## src/rtl/merger_pkg.sv

```systemverilog
// Shared types and helpers for the N-way partition merger: FSM state encoding,
// accumulator sizing and the ReLU/saturation output stage.
package merger_pkg;

    typedef enum logic [2:0] {
        IDLE,
        ISSUE,
        DRAIN,
        WRITE,
        DONE
    } state_t;

    // Working width for sat_relu; wide enough for any legal accumulator.
    localparam int SAT_W = 64;

    // Sum of num_inputs values plus a bias can never leave this width.
    function automatic int acc_width(input int data_width, input int num_inputs);
        return data_width + $clog2(num_inputs + 1);
    endfunction

    // ReLU (optional) then clamp to the signed data_width range; the caller keeps
    // the low data_width bits, which already hold the final value.
    function automatic logic signed [SAT_W-1:0] sat_relu(
        input logic signed [SAT_W-1:0] acc,
        input logic                    relu_en,
        input int                      data_width
    );
        logic signed [SAT_W-1:0] value;
        logic signed [SAT_W-1:0] max_val;
        logic signed [SAT_W-1:0] min_val;
        value   = acc;
        max_val = (64'sd1 <<< (data_width - 1)) - 64'sd1;
        min_val = -max_val - 64'sd1;
        if (relu_en && value[SAT_W-1]) begin
            value = '0;
        end
        if (value > max_val) begin
            value = max_val;
        end else if (value < min_val) begin
            value = min_val;
        end
        return value;
    endfunction

endpackage

```

## src/rtl/partition_merger_nway_if.sv

```systemverilog
// Memory-side bus of the merger: one pipelined read port and one write port.
interface partition_merger_nway_if #(
    parameter int DATA_WIDTH = 16,
    parameter int ADDR_WIDTH = 16
);
    logic        [ADDR_WIDTH-1:0] read_address_out;
    logic                         read_en_out;
    logic signed [DATA_WIDTH-1:0] data_in;
    logic signed [DATA_WIDTH-1:0] result_out;
    logic        [ADDR_WIDTH-1:0] write_address_out;
    logic                         we_out;

    modport master (
        output read_address_out,
        output read_en_out,
        input  data_in,
        output result_out,
        output write_address_out,
        output we_out
    );

    modport slave (
        input  read_address_out,
        input  read_en_out,
        output data_in,
        input  result_out,
        input  write_address_out,
        input  we_out
    );
endinterface

```

## src/rtl/merge_accumulator.sv

```systemverilog
// Read-return tracking and bias-loaded accumulator for the N-way merger, with
// the combinational ReLU/saturation output stage.
module merge_accumulator
    import merger_pkg::*;
#(
    parameter int DATA_WIDTH   = 16,
    parameter int NUM_INPUTS   = 4,
    parameter int READ_LATENCY = 2
) (
    input  logic                         clk,
    input  logic                         reset,
    input  logic                         issue,
    input  logic                         clear,
    input  logic signed [DATA_WIDTH-1:0] bias,
    input  logic                         relu_en,
    input  logic signed [DATA_WIDTH-1:0] data_in,
    output logic signed [DATA_WIDTH-1:0] result
);
    localparam int ACC_W = acc_width(DATA_WIDTH, NUM_INPUTS);

    logic        [READ_LATENCY-1:0] valid_pipe;
    logic signed [ACC_W-1:0]        acc;

    always_ff @(posedge clk) begin
        if (reset) begin
            valid_pipe <= '0;
            acc        <= '0;
        end else begin
            // NOTE: non-blocking so every stage shifts on the same edge; blocking
            // here would collapse the pipe into a single register.
            valid_pipe[0] <= issue;
            for (int i = 1; i < READ_LATENCY; i++) begin
                valid_pipe[i] <= valid_pipe[i-1];
            end
            if (clear) begin
                acc <= ACC_W'(bias);
            end else if (valid_pipe[READ_LATENCY-1]) begin
                acc <= acc + ACC_W'(data_in);
            end
        end
    end

    assign result = DATA_WIDTH'(sat_relu(SAT_W'(acc), relu_en, DATA_WIDTH));

endmodule

```

## src/rtl/partition_merger_nway.sv

```systemverilog
// N-way partition merger: per element, reads NUM_INPUTS partitions back to back,
// waits out the read latency, then writes bias + sum (ReLU/saturated).
module partition_merger_nway
    import merger_pkg::*;
#(
    parameter int DATA_WIDTH       = 16,
    parameter int ADDR_WIDTH       = 16,
    parameter int NUM_INPUTS       = 4,
    parameter int PARTITION_WIDTH  = 8,
    parameter int PARTITION_HEIGHT = 8,
    parameter int READ_LATENCY     = 2
) (
    input  logic                         clk,
    input  logic                         reset,
    input  logic                         run,
    input  logic        [ADDR_WIDTH-1:0] src_base_in,
    input  logic        [ADDR_WIDTH-1:0] dst_base_in,
    input  logic signed [DATA_WIDTH-1:0] bias_in,
    input  logic                         relu_en_in,
    partition_merger_nway_if.master      bus,
    output logic                         busy_out,
    output logic                         merge_done
);
    localparam int PSIZE = PARTITION_WIDTH * PARTITION_HEIGHT;
    localparam int IDX_W = (PSIZE > 1) ? $clog2(PSIZE) : 1;
    localparam int K_W   = $clog2(NUM_INPUTS);
    localparam int D_W   = $clog2(READ_LATENCY + 1);

    state_t state;
    state_t state_next;

    logic        [ADDR_WIDTH-1:0] src_base_r;
    logic        [ADDR_WIDTH-1:0] dst_base_r;
    logic signed [DATA_WIDTH-1:0] bias_r;
    logic                         relu_en_r;
    logic        [IDX_W-1:0]      idx;
    logic        [K_W-1:0]        k;
    logic        [D_W-1:0]        drain_cnt;

    logic                         acc_issue;
    logic                         acc_clear;
    logic signed [DATA_WIDTH-1:0] acc_bias;
    logic signed [DATA_WIDTH-1:0] acc_result;

    logic last_k;
    logic last_drain;
    logic last_idx;

    assign last_k     = (k == K_W'(NUM_INPUTS - 1));
    assign last_drain = (drain_cnt == D_W'(READ_LATENCY - 1));
    assign last_idx   = (idx == IDX_W'(PSIZE - 1));

    // The first element's bias comes straight from the port as the run is taken.
    assign acc_bias = (state == IDLE) ? bias_in : bias_r;

    always_ff @(posedge clk) begin
        if (reset) begin
            state <= IDLE;
        end else begin
            state <= state_next;
        end
    end

    always_ff @(posedge clk) begin
        if (reset) begin
            src_base_r <= '0;
            dst_base_r <= '0;
            bias_r     <= '0;
            relu_en_r  <= 1'b0;
            idx        <= '0;
            k          <= '0;
            drain_cnt  <= '0;
        end else begin
            case (state)
                IDLE: begin
                    if (run) begin
                        src_base_r <= src_base_in;
                        dst_base_r <= dst_base_in;
                        bias_r     <= bias_in;
                        relu_en_r  <= relu_en_in;
                        idx        <= '0;
                        k          <= '0;
                    end
                end
                ISSUE: begin
                    k         <= last_k ? '0 : k + 1'b1;
                    drain_cnt <= '0;
                end
                DRAIN: begin
                    drain_cnt <= drain_cnt + 1'b1;
                end
                WRITE: begin
                    if (!last_idx) begin
                        idx <= idx + 1'b1;
                    end
                end
                default: ;
            endcase
        end
    end

    always_comb begin
        // NOTE: every output gets a default first so no path through the case
        // leaves one unassigned and infers a latch.
        state_next            = state;
        acc_issue             = 1'b0;
        acc_clear             = 1'b0;
        bus.read_en_out       = 1'b0;
        bus.read_address_out  = '0;
        bus.we_out            = 1'b0;
        bus.write_address_out = '0;
        bus.result_out        = '0;
        busy_out              = (state != IDLE);
        merge_done            = 1'b0;
        case (state)
            IDLE: begin
                if (run) begin
                    acc_clear  = 1'b1;
                    state_next = ISSUE;
                end
            end
            ISSUE: begin
                acc_issue            = 1'b1;
                bus.read_en_out      = 1'b1;
                bus.read_address_out = src_base_r + ADDR_WIDTH'(int'(k) * PSIZE + int'(idx));
                if (last_k) begin
                    state_next = DRAIN;
                end
            end
            DRAIN: begin
                if (last_drain) begin
                    state_next = WRITE;
                end
            end
            WRITE: begin
                bus.we_out            = 1'b1;
                bus.write_address_out = dst_base_r + ADDR_WIDTH'(idx);
                bus.result_out        = acc_result;
                acc_clear             = 1'b1;
                state_next            = last_idx ? DONE : ISSUE;
            end
            DONE: begin
                merge_done = 1'b1;
                state_next = IDLE;
            end
            default: state_next = IDLE;
        endcase
    end

    merge_accumulator #(
        .DATA_WIDTH  (DATA_WIDTH),
        .NUM_INPUTS  (NUM_INPUTS),
        .READ_LATENCY(READ_LATENCY)
    ) u_acc (
        .clk    (clk),
        .reset  (reset),
        .issue  (acc_issue),
        .clear  (acc_clear),
        .bias   (acc_bias),
        .relu_en(relu_en_r),
        .data_in(bus.data_in),
        .result (acc_result)
    );

endmodule
```

## src/flat_wrapper.sv

```systemverilog
// flat-port wrapper written by rule: the top's interface ports become plain ports
module partition_merger_nway_flat import merger_pkg::*;
#(
    parameter int DATA_WIDTH       = 16,
    parameter int ADDR_WIDTH       = 16,
    parameter int NUM_INPUTS       = 4,
    parameter int PARTITION_WIDTH  = 8,
    parameter int PARTITION_HEIGHT = 8,
    parameter int READ_LATENCY     = 2
)
  (clk, reset, run, src_base_in, dst_base_in, bias_in, relu_en_in, busy_out, merge_done, bus_read_address_out, bus_read_en_out, bus_data_in, bus_result_out, bus_write_address_out, bus_we_out);
  partition_merger_nway_if #(.DATA_WIDTH(DATA_WIDTH), .ADDR_WIDTH(ADDR_WIDTH)) bus_i ();
  input  logic clk;
  input  logic reset;
  input  logic run;
  input  logic        [ADDR_WIDTH-1:0] src_base_in;
  input  logic        [ADDR_WIDTH-1:0] dst_base_in;
  input  logic signed [DATA_WIDTH-1:0] bias_in;
  input  logic relu_en_in;
  output logic busy_out;
  output logic merge_done;
  output wire logic [$bits(bus_i.read_address_out)-1:0] bus_read_address_out;
  output wire logic [$bits(bus_i.read_en_out)-1:0] bus_read_en_out;
  input wire logic [$bits(bus_i.data_in)-1:0] bus_data_in;
  output wire logic [$bits(bus_i.result_out)-1:0] bus_result_out;
  output wire logic [$bits(bus_i.write_address_out)-1:0] bus_write_address_out;
  output wire logic [$bits(bus_i.we_out)-1:0] bus_we_out;
  assign bus_read_address_out = bus_i.read_address_out;
  assign bus_read_en_out = bus_i.read_en_out;
  assign bus_i.data_in = bus_data_in;
  assign bus_result_out = bus_i.result_out;
  assign bus_write_address_out = bus_i.write_address_out;
  assign bus_we_out = bus_i.we_out;
  partition_merger_nway #(.DATA_WIDTH(DATA_WIDTH), .ADDR_WIDTH(ADDR_WIDTH), .NUM_INPUTS(NUM_INPUTS), .PARTITION_WIDTH(PARTITION_WIDTH), .PARTITION_HEIGHT(PARTITION_HEIGHT), .READ_LATENCY(READ_LATENCY)) u_core (.clk(clk), .reset(reset), .run(run), .src_base_in(src_base_in), .dst_base_in(dst_base_in), .bias_in(bias_in), .relu_en_in(relu_en_in), .bus(bus_i), .busy_out(busy_out), .merge_done(merge_done));
endmodule
```

## config.mk

```make
export PLATFORM = sky130hd
export DESIGN_NAME = partition_merger_nway_flat
export DESIGN_NICKNAME = d
export VERILOG_FILES = /design/src/rtl/merger_pkg.sv /design/src/rtl/partition_merger_nway_if.sv /design/src/rtl/merge_accumulator.sv /design/src/rtl/partition_merger_nway.sv /design/src/flat_wrapper.sv
export SDC_FILE = /design/constraint.sdc
export NUM_CORES = 1
export LEC_CHECK = 0
export BUFFER_PORTS_ARGS = -buffer_cell sky130_fd_sc_hd__buf_2
export CORE_MARGIN = 1.5
export CORE_UTILIZATION = 50
export DETAILED_ROUTE_END_ITERATION = 10
export PLACE_DENSITY = 0.78
export SYNTH_ARGS = -nofsm -noshare
export SYNTH_HDL_FRONTEND = slang
export SYNTH_HIERARCHICAL = 1
export SYNTH_SLANG_ARGS = --single-unit
```

## constraint.sdc

```tcl
create_clock -name clk -period 7.22 [get_ports clk]
set_clock_uncertainty 0.05 [all_clocks]
set_input_delay 0.361 -clock clk [delete_from_list [all_inputs] [get_ports clk]]
set_output_delay 0.361 -clock clk [all_outputs]
set_load 0.05 [all_outputs]
```

==> flow_metrics.py <==
metrics = {
    "critical_path": {
        "r2r_start": "u_core/state[0]$_SDFFE_PP0P_",
        "r2r_setup_slack_ns": 4.42,
        "reg2reg_depth": 4,
        "path_max_fanout": 6,
        "critPathKind": "register to output port",
        "start_kind": "register",
        "arrival_ns": 2.85,
        "critPathCapture": "bus_write_address_out[14]",
        "worstReg2RegEnd": "u_core/idx[4]$_SDFFE_PP0P_",
        "startpoint": "u_core/idx[0]$_SDFFE_PP0P_",
        "crit_required_ns": 6.81,
        "end_kind": "output port",
    },
    "global_routing": {
        "grt_pass1_wl_um": 22900,
        "antenna_found_initial": 0,
        "gr-total-overflow": 0,
        "grt_util_all_layers": 0.237,
        "grt_pass1_vias": 4883,
        "grt_max_degree": 77,
    },
    "sta": {
        "timing.final.crit_share": 0.452,
        "rsz0062_at_grt": "no",
        "setup_tns_ns": 0,
        "max_freq_mhz": 307,
        "slew_headroom": 0.265,
        "hold_viol_final": 0,
        "setup_viol": 0,
        "hold_slack_ns": 0.211,
        "worst_slack_ns": 3.96,
        "final.min_clock_period_ns": 3.26,
        "maxSlewViolCount": 0,
        "worst_pin_slew_ns": 1.10,
    },
    "floorplanning": {
        "die_h_um": 110,
        "io_pins": 120,
        "coreArea_um2": 11000,
        "initial_utilization": 0.521,
        "die_area_um2": 12100,
        "die-width_um": 110,
        "rows": 38,
    },
    "cells_and_area": {
        "area_growth_pct": 16.1,
        "nFillCells": 998,
        "layout-drive-gt1-share": 0.211,
        "diodes": 0,
        "nNetsFinal": 938,
    },
    "cts": {
        "postCtsResizedCells": 0,
        "clock-sinks": 83,
        "cts_tree": "done",
        "clk_path_buf_depth": 2,
        "postCtsHoldBufs": 0,
        "h-tree-depth": 3,
        "clock_latency_ns": 0.33,
        "cts_buffers": 9,
        "cts_setup_buffers": 0,
        "clk_pin_slew_worst_paths_ns": 0.06,
        "cts_root_buf": "clkbuf_16",
    },
    "synthesis": {
        "synthTopCellsByCount": "nand2_1 (130), a21oi_1 (90), dfxtp_1 (83)",
        "yosys_warnings": 6,
        "netlist.area_leader.share": 0.291,
        "synth_flop_cell": "dfxtp_1",
        "avgSynthCellArea_um2": 7.73,
        "ys_ff_latch": 83,
        "yosysSeqAreaShare": 0.291,
        "synth_enable_flop_cells": 0,
        "synth.area.top_cells": "dfxtp_1 (29%), nand2_1 (8.5%), a21oi_1 (7.9%)",
        "async_flop_share": 0,
        "syn_area_um2": 5720,
        "synth_largest_area_cell": "dfxtp_1",
        "synth.distinct_cells": 65,
        "synth.most_common_cell": "nand2_1",
        "syn_inst": 740,
        "syn_nets": 846,
    },
    "place": {
        "port_buffers": 119,
        "place_ws_ns": 4.32,
        "place_congestion": 0.921,
        "hpwl_um": 10100,
    },
    "route": {
        "drt-met1-wl_um": 6610,
        "num_vias": 5533,
        "routed_wl_um": 14300,
        "drc_errors": 0,
        "highest_layer": "met4",
        "dr.pass1.iters": 7,
        "ant_nets": 0,
        "vias_per_cell": 5.67,
        "first_iter_violations": 402,
        "met2_length_um": 6730,
        "wl_met3_um": 810,
        "wl_per_cell_um": 14.7,
    },
    "power": {
        "max-vdd-ir-drop_mv": 0.146,
        "power.density_cell_area_nw_per_um2": 190,
        "leakage_uw": 0.00306,
    },
    "worst_hold_path": {
        "hold_class": "input pin to register",
    },
    "flow_run": {
        "max-cap-violations": 0,
    },
    "outcome": {
        "outcome": "finished, final reports clean",
    },
}
-- placed cells by master (no fill, tap or decap), drive strengths merged, types with 10 or more instances in the layout --
cell,instances
buf,122
xor2,11
nand3,11
mux2,20
a21oi,91
dfxtp,83
nor2,54
nand2,130
o211ai,10
ha,35
inv,20
nand2b,10
mux2i,13
and2,27
and3,12
a21o,31
xnor2,17
o21ai,22
clkbuf,12
nor3,19
-- cells by family (layout without fill, tap and decap cells) --
logic type / count (synthesis) / count (layout) / synth area share
buffers and inverters: 62 / 157 / 0.0471
multiplexers: 33 / 33 / 0.0622
flip-flops: 83 / 83 / 0.291
XOR/XNOR: 28 / 28 / 0.0429
AND/OR/NAND/NOR: 291 / 291 / 0.239
adder cells (fa/ha/maj): 38 / 38 / 0.0871
AO/OA/AOI/OAI: 205 / 205 / 0.231
-- layout make-up --
cell class	instances	area, um2	area share
repair buffers	122	618	0.0931
clock inverters	2	60.1	0.00905
well taps	140	175	0.0264
flip-flops and latches	83	1660	0.250
multi-input cells	595	3790	0.571
clock buffers	12	256	0.0386
inverters	21	78.8	0.0119
-- through the flow --
step	std cells	total power (uW)	instance area, um2	utilization
after CTS	975	1270	6640	0.604
after detailed placement	961	779	6320	0.576
after floorplan	740	714	5720	-
after global routing	975	1320	6640	0.604
final	975	1260	6640	0.604
after global placement	961	775	6320	0.576
-- state kept, by name, indices dropped and copies added, names as in the netlist --
register and flops:
u_core/u_acc/valid_pipe 2, u_core/bias_r 16, u_core/dst_base_r 16, u_core/relu_en_r 1
u_core/idx 6, u_core/k 2, u_core/src_base_r 16, u_core/u_acc/acc 19
u_core/drain_cnt 2, u_core/state 3
-- where the power goes --
part / internal, uW / leakage (uW) / switching, uW
clock: 318 / 0.000155 / 173
sequential: 485 / 0.000680 / 25.5
combinational: 110 / 0.00223 / 153
total: 913 / 0.00306 / 351
-- per-layer routing --
| layer | global-route usage | up-vias |
|---|---|---|
| li1 | - | 2781 |
| met1 | 0.315 | 2572 |
| met2 | 0.402 | 164 |
| met3 | 0.0397 | 16 |
| met4 | 0.0538 | 0 |
| met5 | 0 | - |
-- worst min-delay path by stage --
stage                                          startpoint                                     to  slack (ns)  cells after the start
floorplan           u_core/u_acc/valid_pipe[0]$_SDFF_PP0_  u_core/u_acc/valid_pipe[1]$_SDFF_PP0_        0.36                      1
global placement    u_core/u_acc/valid_pipe[0]$_SDFF_PP0_  u_core/u_acc/valid_pipe[1]$_SDFF_PP0_        0.37                      1
detailed placement  u_core/u_acc/valid_pipe[0]$_SDFF_PP0_  u_core/u_acc/valid_pipe[1]$_SDFF_PP0_        0.38                      1
CTS                                        src_base_in[4]      u_core/src_base_r[4]$_SDFFE_PP0P_        0.21                      3
global route                               src_base_in[4]      u_core/src_base_r[4]$_SDFFE_PP0P_        0.21                      3
finish                                     src_base_in[4]      u_core/src_base_r[4]$_SDFFE_PP0P_        0.21                      3
-- worst max-delay path, cell delays in order (launching register included) --
cell	delay, ns
dfxtp_1	0.40
ha_1	0.20
inv_1	0.06
fa_1	0.38
nor2b_1	0.20
o31a_1	0.29
o2111ai_2	0.17
or4_1	0.49
nand2_1	0.08
buf_2	0.26
Power figures use the tool's default switching activity.
